File: src/rtl/axis_gen_pkg.sv
// axis_frame_gen shared types and constants.
// FSM states, pattern mode codes, colour-bar palette.
package axis_gen_pkg;

  typedef enum logic [1:0] {
    ST_IDLE   = 2'd0,
    ST_ACTIVE = 2'd1,
    ST_GAP    = 2'd2
  } state_t;

  localparam logic [1:0] MODE_COUNT = 2'd0;
  localparam logic [1:0] MODE_BARS  = 2'd1;
  localparam logic [1:0] MODE_SOLID = 2'd2;

  localparam logic [23:0] BAR_WHITE   = 24'hFFFFFF;
  localparam logic [23:0] BAR_YELLOW  = 24'hFFFF00;
  localparam logic [23:0] BAR_CYAN    = 24'h00FFFF;
  localparam logic [23:0] BAR_GREEN   = 24'h00FF00;
  localparam logic [23:0] BAR_MAGENTA = 24'hFF00FF;
  localparam logic [23:0] BAR_RED     = 24'hFF0000;
  localparam logic [23:0] BAR_BLUE    = 24'h0000FF;
  localparam logic [23:0] BAR_BLACK   = 24'h000000;

  function automatic logic [23:0] bar_color(
    input logic [2:0] n
  );
    logic [23:0] c;
    case (n)
      3'd0:    c = BAR_WHITE;
      3'd1:    c = BAR_YELLOW;
      3'd2:    c = BAR_CYAN;
      3'd3:    c = BAR_GREEN;
      3'd4:    c = BAR_MAGENTA;
      3'd5:    c = BAR_RED;
      3'd6:    c = BAR_BLUE;
      default: c = BAR_BLACK;
    endcase
    return c;
  endfunction

endpackage

File: src/rtl/axis_gen_colorbar.sv
// Column position to colour-bar RGB.
// Eight equal bars; columns past bar 7 stay black.
module axis_gen_colorbar
  import axis_gen_pkg::*;
#(
  parameter int H_ACTIVE = 480,
  parameter int XW       = 9
) (
  input  logic [XW-1:0] x,
  output logic [23:0]   rgb
);

  localparam int BW = (H_ACTIVE / 8 > 0) ? H_ACTIVE / 8 : 1;

  logic [XW-1:0] bar;

  // bar number, saturated to the last bar
  always_comb begin
    bar = x / XW'(BW);
    rgb = (bar > XW'(7)) ? bar_color(3'd7)
                         : bar_color(bar[2:0]);
  end

endmodule

File: src/rtl/axis_frame_gen.sv
// AXI4-Stream raster frame generator (tuser=SOF, tlast=EOL).
// AXIS_GEN_COLORBAR_EN builds the colour-bar pattern for mode 1.
module axis_frame_gen
  import axis_gen_pkg::*;
#(
  parameter int H_ACTIVE   = 480,
  parameter int V_ACTIVE   = 272,
  parameter int GAP_CYCLES = 16
) (
  input  logic        wr_clk,
  input  logic        rst_n,
  input  logic        enable,
  input  logic [1:0]  mode,
  input  logic [23:0] solid_rgb,
  output logic [31:0] m_axis_tdata,
  output logic        m_axis_tvalid,
  input  logic        m_axis_tready,
  output logic        m_axis_tuser,
  output logic        m_axis_tlast,
  output logic        frame_done,
  output logic        busy,
  output logic [15:0] frame_cnt
);

  localparam int XW = ($clog2(H_ACTIVE) < 3) ? 3
                                             : $clog2(H_ACTIVE);
  localparam int YW = (V_ACTIVE > 1) ? $clog2(V_ACTIVE) : 1;
  localparam int GW = (GAP_CYCLES > 1) ? $clog2(GAP_CYCLES) : 1;

  state_t        state, nstate;
  logic [XW-1:0] x, b_x;
  logic [YW-1:0] y, b_y;
  logic [31:0]   idx, b_idx, pix;
  logic [1:0]    mode_q, b_mode;
  logic [23:0]   rgb_q, b_rgb;
  logic [GW-1:0] gap_cnt;
  logic          last_x, last_y, xfer, eof, fresh;
  logic          gap_end, load;

  // beat acceptance and frame-end detection
  always_comb begin
    last_x  = x == XW'(H_ACTIVE - 1);
    last_y  = y == YW'(V_ACTIVE - 1);
    xfer    = m_axis_tvalid && m_axis_tready;
    eof     = xfer && last_x && last_y;
    fresh   = (state != ST_ACTIVE) || eof;
    gap_end = (state == ST_GAP) &&
              (gap_cnt == GW'(GAP_CYCLES - 1));
  end

  // coordinates and settings of the next beat
  always_comb begin
    b_x    = '0;
    b_y    = '0;
    b_idx  = '0;
    b_mode = mode;
    b_rgb  = solid_rgb;
    if (!fresh) begin
      b_x    = last_x ? '0 : x + XW'(1);
      b_y    = last_x ? y + YW'(1) : y;
      b_idx  = idx + 32'd1;
      b_mode = mode_q;
      b_rgb  = rgb_q;
    end
  end

`ifdef AXIS_GEN_COLORBAR_EN
  logic [23:0] bar_rgb;

  axis_gen_colorbar #(
    .H_ACTIVE (H_ACTIVE),
    .XW       (XW)
  ) u_bars (
    .x   (b_x),
    .rgb (bar_rgb)
  );
`endif

  // pixel value for the next beat
  always_comb begin
    pix = b_idx;
    unique case (1'b1)
      b_mode == MODE_SOLID: pix = {8'h00, b_rgb};
`ifdef AXIS_GEN_COLORBAR_EN
      b_mode == MODE_BARS:  pix = {8'h00, bar_rgb};
`endif
      default:              pix = b_idx;
    endcase
  end

  // frame sequencing: when to present a new beat
  always_comb begin
    nstate = state;
    load   = 1'b0;
    unique case (state)
      ST_IDLE: begin
        if (enable) begin
          nstate = ST_ACTIVE;
          load   = 1'b1;
        end
      end
      ST_ACTIVE: begin
        if (xfer) begin
          load = 1'b1;
          if (eof && GAP_CYCLES > 0) begin
            nstate = ST_GAP;
            load   = 1'b0;
          end else if (eof && !enable) begin
            nstate = ST_IDLE;
            load   = 1'b0;
          end
        end
      end
      ST_GAP: begin
        if (gap_end) begin
          nstate = enable ? ST_ACTIVE : ST_IDLE;
          load   = enable;
        end
      end
      default: nstate = ST_IDLE;
    endcase
  end

  // registered state, counters and stream outputs
  always_ff @(posedge wr_clk) begin
    if (!rst_n) begin
      state         <= ST_IDLE;
      x             <= '0;
      y             <= '0;
      idx           <= '0;
      mode_q        <= MODE_COUNT;
      rgb_q         <= '0;
      gap_cnt       <= '0;
      m_axis_tdata  <= '0;
      m_axis_tvalid <= 1'b0;
      m_axis_tuser  <= 1'b0;
      m_axis_tlast  <= 1'b0;
      frame_done    <= 1'b0;
      busy          <= 1'b0;
      frame_cnt     <= '0;
    end else begin
      state      <= nstate;
      frame_done <= eof;
      busy       <= nstate != ST_IDLE;
      gap_cnt    <= (state == ST_GAP) ? gap_cnt + GW'(1)
                                      : '0;
      if (eof) begin
        frame_cnt <= frame_cnt + 16'd1;
        x         <= '0;
        y         <= '0;
        idx       <= '0;
      end
      if (load) begin
        x             <= b_x;
        y             <= b_y;
        idx           <= b_idx;
        mode_q        <= b_mode;
        rgb_q         <= b_rgb;
        m_axis_tdata  <= pix;
        m_axis_tuser  <= (b_x == '0) && (b_y == '0);
        m_axis_tlast  <= b_x == XW'(H_ACTIVE - 1);
        m_axis_tvalid <= 1'b1;
      end else if (nstate != ST_ACTIVE) begin
        m_axis_tvalid <= 1'b0;
      end
    end
  end

endmodule

File: config.mk
export PLATFORM = sky130hd
export DESIGN_NAME = axis_frame_gen
export DESIGN_NICKNAME = d
export VERILOG_FILES = /design/src/rtl/axis_gen_pkg.sv /design/src/rtl/axis_gen_colorbar.sv /design/src/rtl/axis_frame_gen.sv
export SDC_FILE = /design/constraint.sdc
export NUM_CORES = 1
export LEC_CHECK = 0
export CAP_MARGIN = 20
export CORE_MARGIN = 1.5
export CORE_UTILIZATION = 40
export CTS_CLUSTER_DIAMETER = 120
export DETAILED_ROUTE_END_ITERATION = 10
export PLACE_DENSITY_LB_ADDON = 0.2
export SYNTH_ARGS = -nofsm -noshare
export SYNTH_HDL_FRONTEND = slang
export SYNTH_SLANG_ARGS = --single-unit
File: constraint.sdc
create_clock -name wr_clk -period 3.1 [get_ports wr_clk]
set_clock_uncertainty 0.2 [all_clocks]
set_input_delay 0.775 -clock wr_clk [delete_from_list [all_inputs] [get_ports wr_clk]]
set_output_delay 0.775 -clock wr_clk [all_outputs]
set_load 0.005 [all_outputs]
### Yosys cells after proc, flatten, opt, wreduce, memory -nomap -nowiden

Index checks and enable logic that the tools add are counted.

| storage, ports and cells | value |
|---|---|
| bits in registers | 135 |
| input port bits | 30 |
| output and inout port bits | 53 |
| logic and storage cells | 71 |

| cells by class | value |
|---|---|
| add/subtract/negate cells | 5 |
| equal/unequal tests | 9 |
| multiplexer cells | 28 |
| reduce and logical (&&, ||, !) cells | 15 |

Operators by type and width:

| kind | count |
|---|---|
| 32-bit two-way mux | 4 |
| 9-bit two-way mux | 7 |
| 32-bit by 1-bit adder with 32-bit output, second input constant | 1 |
| 9-bit equality test, second input constant | 3 |
| 24-bit two-way mux | 1 |
| 9-bit by 1-bit adder with 9-bit output, second input constant | 2 |
| 9-bit zero test | 2 |
| 16-bit by 1-bit adder with 16-bit output, second input constant | 1 |
| 2-bit two-way mux | 6 |
| 1-bit two-way mux | 8 |
| 1-bit logical AND | 6 |
| 2-bit one-hot mux with 3 select lines | 1 |
| 2-bit nonzero test | 3 |
| 4-bit by 1-bit adder with 4-bit output, second input constant | 1 |
| 2-bit equality test, second input constant | 2 |
| 4-bit equality test, second input constant | 1 |
| 2-bit by 1-bit inequality test with 1-bit output, second input constant | 2 |
| 1-bit one-hot mux with 3 select lines | 1 |
| 2-bit by 1-bit equality test with 1-bit output, second input constant | 1 |
| 2-bit zero test | 1 |
| 2-bit AND reduction | 1 |
| 1-bit zero test | 1 |
| 1-bit logical OR | 1 |

### Logic depth before layout (Yosys ltp)

Gate-level depths: netlist (run 1).

| logic depth | value |
|---|---|
| depth after elaboration | 11 |
| mapped depth | 10 |
| gate-level depth less buffers | 7 |

### Worst setup path after synthesis (run 1)

No wires, ideal clock.

| timing | value |
|---|---|
| path kind | register -> register |
| start point | reg x[0] |
| end point | reg m_axis_tdata[12] |
| setup time | 122 ps |
| data arrival time | 2358 ps |
| data required time | 2778 ps |
| path slack | 420 ps |
| cell stages (with the launch flop) | 10 |
| buffers on the path | 2 |
| period minus slack after synthesis | 2680 ps |
| path through | dfxtp_1 ha_1 buf_4 nand3_1 or4_1 buf_6 o21ai_4 mux2i_2 nor3b_1 a221o_1 |

| between the ends | value |
|---|---|
| longest elaborated chain between the ends | 8 |
| elaborated cells between the ends (all ways) | 14 |

Ends and longest elaborated chain:

| item | RTL line | text |
|---|---|---|
| from (decl) | axis_frame_gen.sv:31 | `logic [XW-1:0] x, b_x;` |
| from (signal assigned) | axis_frame_gen.sv:128 | `x <= '0;` |
| from (signal assigned) | axis_frame_gen.sv:149 | `x <= '0;` |
| from (signal assigned) | axis_frame_gen.sv:154 | `x <= b_x;` |
| 9-bit equality test * | axis_frame_gen.sv:42 | `last_x = x == XW'(H_ACTIVE - 1);` |
| 1-bit logical AND * (2 in a row) | axis_frame_gen.sv:45 | `eof = xfer && last_x && last_y;` |
| 1-bit logical AND | axis_frame_gen.sv:108 | `end else if (eof && !enable) begin` |
| 1-bit two-way mux | axis_frame_gen.sv:108 |  |
| 1-bit two-way mux | axis_frame_gen.sv:105 | `if (eof && GAP_CYCLES > 0) begin` |
| 1-bit two-way mux | axis_frame_gen.sv:103 | `if (xfer) begin` |
| 1-bit one-hot mux with 3 select lines | axis_frame_gen.sv:95 | `unique case (state)` |
| to (signal assigned) | axis_frame_gen.sv:159 | `m_axis_tdata <= pix;` |
| to (decl) | axis_frame_gen.sv:15 | `output logic [31:0] m_axis_tdata,` |

Every way passes the cells marked *; elsewhere a longest branch is shown, timed or not.
A chain may end at the register's enable or synchronous reset.

### Final worst setup path (run 1)

| timing | value |
|---|---|
| start point | in m_axis_tready |
| end point | reg m_axis_tdata[16] |

| between the ends | value |
|---|---|
| longest elaborated chain between the ends | 8 |
| elaborated cells between the ends (all ways) | 14 |

Ends and longest elaborated chain:

| item | RTL line | text |
|---|---|---|
| from (decl) | axis_frame_gen.sv:17 | `input logic m_axis_tready,` |
| 1-bit logical AND * | axis_frame_gen.sv:44 | `xfer = m_axis_tvalid && m_axis_tready;` |
| 1-bit logical AND (2 in a row) | axis_frame_gen.sv:45 |  |
| 1-bit logical AND | axis_frame_gen.sv:108 |  |
| 1-bit two-way mux | axis_frame_gen.sv:108 |  |
| 1-bit two-way mux | axis_frame_gen.sv:105 |  |
| 1-bit two-way mux | axis_frame_gen.sv:103 |  |
| 1-bit one-hot mux with 3 select lines | axis_frame_gen.sv:95 |  |

Marks and branches as above.

==> results.cfg, run 1 <==
[yosys]
synth_top_area_cell = dfxtp_1
synthCells = 812
yosysTopAreaCellShare_pct = 40.90
synth_seq_cells = 135
netlist-cell-type-count = 70
ys_seq_area_share_pct = 40.90
avgSynthCellArea_sq_um = 8.137
syn_area_sq_mm = 0.006608
synth_async_sr_flop_share_pct = 0
netlist_top_cells_area = dfxtp_1, nand2_1, o21ai_0
synth_nets = 847
yosys_warnings = 0
ys.flop_type = dfxtp_1
synth_edf_count = 0

[clocking]
cts_tree = done
clk_pin_slew_ps = 60
cts_resized = 0
clkSinkCount = 135
clockBufferDepth = 2
cts_setup_buffers = 0
clk_latency_ps = 430
numCtsBuffers = 17
ctsHoldBuffers = 0
htreeDepth = 4
cts_root_buffer = clkbuf_16

[routing]
viasPerCell = 5.405
ant_nets = 0
drtIter0Drc = 437
wl_per_cell_um = 15.86
firstDrtPassIters = 5
route.detailed.drc = 0
routed_wl_um = 18290
routed-via-count = 6232

[worst_setup_path]
cp-startpoint = m_axis_tready
critPathLaunchType = primary input
path_class = primary input to register
max_stage_delay_ps = 550
worstPathMaxFanout = 8
r2r_start = x[1]
crit_chain = clkdlybuf4s50_1 -> nor4bb_1 -> buf_4 -> a31oi_1 -> nor2_1 -> buf_4 -> a32o_1 -> a22o_1
crit_path_frequent_cell = buf_4
cpLargestDelayFamily = compound AO/OA/AOI/OAI gates
timing.rr.end = idx[31]
required_ps = 3220
cp_slowest_cell = a31oi_1
crit_arrival_ps = 2900
r2r_setup_slack_ps = 320
critical_path_depth = 8
r2r_cells = 10
crit_path_end_kind = register
worst-path-buf-inv = 3
endpoint = m_axis_tdata[16]

[final_layout]
fillers = 1593
seq_area_sq_mm = 0.002703
layout.nets = 959
syn_to_final_growth_pct = 29.73
final_cell_area_sq_mm = 0.008572
multi_input_area_sq_mm = 0.003655
layout_commonest_cell = dfxtp_1
utilization_pct = 53.57
drive_above_1_share_pct = 12.06
layout_common_cells = dfxtp_1, nand2_1, clkdlybuf4s50_1
antennaDiodeCount = 0
stdcell_count = 1153

[sta]
rsz0062_at_grt = false
tightest_slew_ps = 705.1
whs_ps = 246.9
setup_viol = 0
fin_crit_ps = 2786
relSlewSlack_pct = 52.78
period_share_pct = 89.86
drv_slew = 0
finalHoldViolations = 0
setup_slack_ps = 314.4
fmax_ghz = 0.3590
finalSetupTns_ps = 0

[floorplanning]
dieArea_sq_mm = 0.01730
die_x_um = 131.5
die_y_um = 131.5
start_util_pct = 41.30
io_pins = 83
rows = 46
core_area_sq_mm = 0.01600

[placed_design]
postPlaceCellArea_sq_mm = 0.008015
dp_cells = 1121
port-buffer-count = 82
dp_slack_ps = -80.49
gp_congestion = 0.8571
hpwl_um = 12900

[power]
ir_drop_v = 0.0003727
power.leakage_nw = 3.090
finalPower_mw = 4.078
cellPowerDensity_mw_per_mm2 = 475.8

[global_routing]
antenna_found_initial = 0
grt_max_degree = 31
grt_pass1_wl_um = 29790
grt-ovfl-total = 0
grt_pass1_vias = 5796
grt_usage_pct = 21.28

[hold_path]
hp-class = register to register

[outcome]
status = finished, final reports clean

[job]
maxCapViolCount = 0
-- where the power goes --
| part | leakage [nW] | internal, mW | total [mW] | switching (mW) |
|---|---|---|---|---|
| logic | 1.73 | 0.169 | 0.361 | 0.192 |
| clock network | 0.265 | 1.11 | 1.91 | 0.804 |
| registers | 1.09 | 1.78 | 1.80 | 0.0274 |
-- area by class of cell --
class                   instances  share of cell area [%]
inverters                       8                  0.3503
clock buffers                  19                   5.050
multi-input cells             618                   42.64
clock inverters                13                   1.401
repair buffers                144                   15.88
well taps                     216                   3.153
flip-flops and latches        135                   31.53
-- worst min-delay path by stage --
stage	slack, ps	depth (start not counted)	to	start
floorplan	220	1	gap_cnt[0]	gap_cnt[0]
global placement	230	1	gap_cnt[0]	gap_cnt[0]
detailed placement	240	2	m_axis_tdata[28]	m_axis_tdata[28]
CTS	250	2	rgb_q[12]	rgb_q[12]
global route	260	2	rgb_q[13]	rgb_q[13]
finish	250	2	m_axis_tdata[28]	m_axis_tdata[28]
-- worst reg2reg max path, cell delays in order, from the launching register on --
cell,delay (ps)
dfxtp_1,410
ha_1,200
nand3_1,190
or4_4,590
buf_4,190
o211ai_4,200
buf_12,220
buf_12,170
a31oi_1,40
o21ai_0,170
o31ai_1,80
-- state kept, by name (all words and copies together) (netlist names), 4 cells and up --
| register | count |
|---|---|
| x | 9 |
| y | 9 |
| rgb_q | 24 |
| m_axis_tdata | 32 |
| frame_cnt | 16 |
| idx | 32 |
| gap_cnt | 4 |
-- per-layer routing --
layer / track usage [%] / up-vias / wire (um)
met3: 4.630 / 19 / 864
met5: 0 / - / 0
met1: 29.89 / 2924 / 9238
met2: 32.34 / 130 / 7919
met4: 6.852 / 0 / 269
li1: - / 3159 / -
-- kinds of logic after synthesis --
| logic type | Yosys count | synth area share [%] |
|---|---|---|
| flops | 135 | 40.90 |
| fa+ha+maj | 5 | 0.9468 |
| compound gates | 237 | 22.50 |
| xor+xnor | 50 | 6.628 |
| mux | 8 | 1.288 |
| buf+inv | 59 | 4.128 |
| simple gates | 318 | 23.61 |
-- Yosys cell counts (6+ instances only) --
cell type	number
dfxtp_1	135
nand2_1	114
o21ai_0	79
nor2_1	71
a21oi_1	60
nand3_1	38
xor2_1	28
clkbuf_1	25
xnor2_1	22
buf_2	20
o31ai_1	16
o21ai_1	14
nand4_1	13
nor3_1	13
and4_1	9
a211oi_1	8
a221o_1	8
a31oi_1	8
nor4_1	8
or3_1	8
a22o_1	7
inv_1	7
a22oi_1	6
and2_1	6
and3_1	6
mux2i_1	6
No activity file was read; power rests on OpenSTA's default activity.
==> run 2, diff against run 1 <==
==> constraint.sdc (replaced) <==
create_clock -name wr_clk -period 3.1 [get_ports wr_clk]
set_clock_uncertainty 0.2 [all_clocks]
set_input_delay 0.775 -clock wr_clk [delete_from_list [all_inputs] [get_ports wr_clk]]
set_output_delay 0.775 -clock wr_clk [all_outputs]
set_load 0.01 [all_outputs]
==> results of run 2 <==
Same layout as run 1 (identical final DEF). Status: finished, final reports clean.
Among the figures that moved: total power 4.078 mW -> 4.086 mW; worst IR drop on VDD 0.0003727 V -> 0.0003728 V
